File: src/rtl/arb_mux_2to1_pkg.sv
// Shared constants and grant helper for the two-channel round-robin arbiter
// that feeds the registered 2:1 mux datapath.
package arb_mux_2to1_pkg;

    localparam int DW_DEFAULT = 8;

    localparam logic SEL_I0 = 1'b0;
    localparam logic SEL_I1 = 1'b1;

    // Channel 1 wins when it is alone, or on a tie when channel 0 was granted last.
    function automatic logic grant_sel(input logic v0, input logic v1, input logic last);
        return (v1 && !v0) || (v1 && v0 && (last == SEL_I0));
    endfunction

endpackage

File: src/rtl/arb_mux_2to1_mux_21.sv
// Single-bit 2:1 mux gate; the leaf cell of the arbiter's data path.
module mux_21 (
    input  logic i0_bit,
    input  logic i1_bit,
    input  logic g,
    output logic y_bit
);

    assign y_bit = g ? i1_bit : i0_bit;

endmodule

File: src/rtl/arb_mux_2to1.sv
// Registered round-robin arbiter for two valid/ready streams, steering a
// per-bit mux_21 datapath into a single output register with source tag s.
module arb_mux_2to1
    import arb_mux_2to1_pkg::*;
#(
    parameter int DW = DW_DEFAULT
) (
    input  logic          clk,
    input  logic          rst,
    input  logic          i0_valid,
    input  logic [DW-1:0] i0_data,
    output logic          i0_ready,
    input  logic          i1_valid,
    input  logic [DW-1:0] i1_data,
    output logic          i1_ready,
    output logic          y_valid,
    output logic [DW-1:0] y_data,
    input  logic          y_ready,
    output logic          s
);

    logic          out_free;
    logic          any_valid;
    logic          g;
    logic          last_grant;
    logic [DW-1:0] next_data;

    assign out_free  = !y_valid || y_ready;
    assign any_valid = i0_valid || i1_valid;
    assign g         = grant_sel(i0_valid, i1_valid, last_grant);

    // A channel is held off only when the other one is the current winner.
    assign i0_ready = out_free && !(i1_valid && (!i0_valid || (last_grant == SEL_I0)));
    assign i1_ready = out_free && !(i0_valid && (!i1_valid || (last_grant == SEL_I1)));

    generate
        for (genvar b = 0; b < DW; b++) begin : g_mux
            mux_21 u_mux (
                .i0_bit (i0_data[b]),
                .i1_bit (i1_data[b]),
                .g      (g),
                .y_bit  (next_data[b])
            );
        end
    endgenerate

    // last_grant resets to channel 1 so that the first tie favours channel 0.
    always_ff @(posedge clk) begin
        if (rst) begin
            y_valid    <= 1'b0;
            y_data     <= '0;
            s          <= SEL_I0;
            last_grant <= SEL_I1;
        end else if (out_free) begin
            if (any_valid) begin
                y_valid    <= 1'b1;
                y_data     <= next_data;
                s          <= g;
                last_grant <= g;
            end else begin
                y_valid <= 1'b0;
            end
        end
    end

endmodule

File: config.mk
export PLATFORM = sky130hd
export DESIGN_NAME = arb_mux_2to1
export DESIGN_NICKNAME = d
export VERILOG_FILES = /design/src/rtl/arb_mux_2to1_pkg.sv /design/src/rtl/arb_mux_2to1_mux_21.sv /design/src/rtl/arb_mux_2to1.sv
export SDC_FILE = /design/constraint.sdc
export NUM_CORES = 1
export LEC_CHECK = 0
export CAP_MARGIN = 20
export CORE_MARGIN = 3
export CORE_UTILIZATION = 25
export DETAILED_ROUTE_END_ITERATION = 8
export HOLD_SLACK_MARGIN = 0.03
export PLACE_DENSITY = 0.63
export RECOVER_POWER = 100
export SLEW_MARGIN = 15
export SYNTH_ARGS = -nofsm -noshare
export SYNTH_HDL_FRONTEND = slang
export SYNTH_SLANG_ARGS = --single-unit
File: constraint.sdc
create_clock -name clk -period 2 [get_ports clk]
set_input_delay 0.6 -clock clk [delete_from_list [all_inputs] [get_ports clk]]
set_output_delay 0.6 -clock clk [all_outputs]
set_load 0.005 [all_outputs]
==> impl_results.md <==
- First-pass GRT wire length: 2.38 mm
- Main combinational cell family by area after synthesis: compound AO/OA/AOI/OAI gates
- Worst hold path type: flop to flop
- Synthesized netlist cell count: 64
- Starting utilization of the core area: 26.8%
- Number of synthesized register bits: 11
- Overall power: 0.553 mW
- # Max-Cap Violations: 0
- Number of antenna cells inserted: 0
- Die footprint: 2720 µm²
- Main synth FF type: dfxtp_1
- Number of primary I/O pins: 33
- Power density over cell area: 590 nW/µm²
- Clock network latency to the later pin of the worst-skew pair: 0.26 ns
- Critical Path Start Type: primary input
- Clock Skews: 0.00117 ns
- Yosys top cell area share: 41.4%
- Max clock buf depth: 2
- Hold Slack: 0.485 ns
- CTS tree: yes
- Clock period minus final worst setup slack: 1.95 ns
- Status: finished, final reports clean
- Via total after detailed routing: 593
- Critical setup path kind: primary input to primary output
- Syn Std Cell Area: 532 µm²
- DR DRC count: 0
- Unrepaired setup endpoints after global routing: no
- Post-detailed-route wirelength per cell: 11.5 µm
- Actual slew at the worst max-slew pin: 0.460 ns
- Number of nets still failing antenna checks after routing: 0
- Multiplexer fraction of the synthesized cell area: 0%
- Share of layout cells above drive strength 1: 13.3%
- H-tree depth: 1
- Maximum net fanout on the critical path: 3
- Number of CTS-inserted buffers: 3
- Total nets after synthesis: 85
- Share of synthesized cell area in full adder, half adder and majority cells: 0%
- Max-slew violation total from the final report: 0
- Xor and xnor area share after synthesis: 0%
- TritonCTS sink count: 11
- Placed wire-length estimate: 1.19 mm
- Gr ovfl total: 0
- Data arrival time of the worst path: 1.35 ns
- Complex-gate fraction of the synthesized area: 31.5%
- Most frequently used cell type in the post-synthesis netlist: nand2_1
- Leading post-synthesis cells by instance count: 18 x nand2_1, 11 x a21oi_1, 11 x dfxtp_1
- Portion of the post-synthesis area used by sequential elements: 41.4%
- Floorplan die height: 52.1 µm
- Via-to-Cell Ratio: 4.49
- Die extent in x: 52.1 µm
- Final Net Count: 127
- Worst rel slew slack: 69.3%
- R2r setup slk: 0.67 ns
- Std-Cell Rows: 16
- Cell accounting for the most synthesized area: dfxtp_1
- Final setup vio count: 0
- Post-synth EDFFs: 0
- Initial antenna violation count: 0
- Global placer's final weighted congestion: 0.793
- Number of iterations in the first detailed-routing pass: 3
- Placeable core area: 1980 µm²
- Clock transition time at the flip-flop clock pins of the worst setup and hold paths: 0.07 ns
- Clock root buffer: clkbuf_4
- Endpoints failing hold: 0
- Depth of the worst register-to-register path: 6
- Static leakage: 0.399 nW
- Share of the cycle needed by the critical path after routing: 97.3%
- Worst hold stages: 2
- GRT Total Usage: 12.2%
- Data required, critical path: 1.40 ns
- Area added between synthesis and finish: 76.5%
- Share of synthesized registers carrying an async set or reset: 0%
- Maximum clock frequency: 514 MHz
- Mean instance size in the synthesized netlist: 8.31 µm²
- Worst VDD drop: 0.307 mV
- Initial drt markers: 8
- Total length of routed wires: 1.52 mm
- Count of distinct cell types in the synthesized netlist: 16
- Post-Route Utilization: 47.3%
- Port bufs: 32
- Synth Area in Simple Gates: 20.7%
- Total of warnings raised by yosys: 0
- Maximum number of pins on one net before global-route repair: 12
- Largest cells by area after synthesis: dfxtp_1 41%, a311oi_1 13%, nand2_1 13%, a21oi_1 10%, buf_6 4.2%
- CP Capture Type: primary output
- Via count of the first global-routing pass: 561
==> final cells by class <==
type	instances	area (µm²)
repair buffers	41	378
fillers	196	1040
clock buffers	4	26.3
multi-input cells	49	280
well taps	27	33.8
flip-flops and latches	11	220
==> cell usage in the layout, fill, tap and decap left out, drive strengths merged <==
| master | Yosys | layout |
|---|---|---|
| nor2 | 4 | 4 |
| nor2b | 1 | 1 |
| a21bo | 1 | 1 |
| dfxtp | 11 | 11 |
| a21oi | 11 | 11 |
| clkdlybuf4s50 | 0 | 17 |
| nand2b | 2 | 2 |
| dlygate4sd2 | 0 | 5 |
| or2 | 1 | 1 |
| buf | 3 | 7 |
| nand2 | 18 | 18 |
| a21boi | 1 | 1 |
| o21ai | 1 | 1 |
| a311oi | 8 | 8 |
| a211o | 1 | 1 |
| dlygate4sd3 | 0 | 10 |
| clkbuf | 1 | 6 |
==> kinds of logic after synthesis <==
logic type | after synthesis
simple gates | 26
compound gates | 23
flops | 11
buf+inv | 4
==> sequential cells by signal, indices dropped and copies added, names as in the netlist <==
name / count
y_data: 8
last_grant: 1
s: 1
y_valid: 1
==> final timing paths <==
kind             from        end
max reg2reg   y_valid  y_data[3]
max          i0_valid   i0_ready
min reg2reg         s          s
min                 s          s
==> power breakdown <==
part | internal (mW) | leakage (nW) | switching, mW | total (mW)
combinational | 0.0951 | 0.293 | 0.0586 | 0.154
sequential | 0.239 | 0.0916 | 0.0111 | 0.250
clock | 0.0770 | 0.0150 | 0.0726 | 0.150
==> per-stage QoR <==
stage	setup TNS [ns]	cells	setup WS [ns]	instance area (µm²)
after floorplan	0	64	0.472	532
after CTS	0	132	0.0485	942
final	0	132	0.0541	938
after detailed placement	-1.01	127	-0.449	912
after global placement	-0.844	127	-0.424	912
after global routing	0	132	0.0199	938
==> critical path, stage by stage <==
cell           delay [ns]
dlygate4sd2_1        0.28
a21boi_4             0.16
nor2_1               0.05
dlygate4sd2_1        0.26
==> metal layers <==
metal / GRT usage, % / up-vias / wire (µm)
met2: 19.7 / 23 / 710
met4: 9.17 / 0 / 27
met5: 0 / - / 0
met1: 14.2 / 256 / 680
met3: 2.01 / 2 / 99
li1: - / 312 / -
==> repair_timing <==
item / in CTS / in global routing
resized for setup: 6 / 0
hold buffers: 0 / 0
endpoints found under the hold margin: 0 / 0
setup buffers: 1 / 0
setup endpoints to repair: 2 / 0
Note: power is estimated with default switching activity, not from simulation.
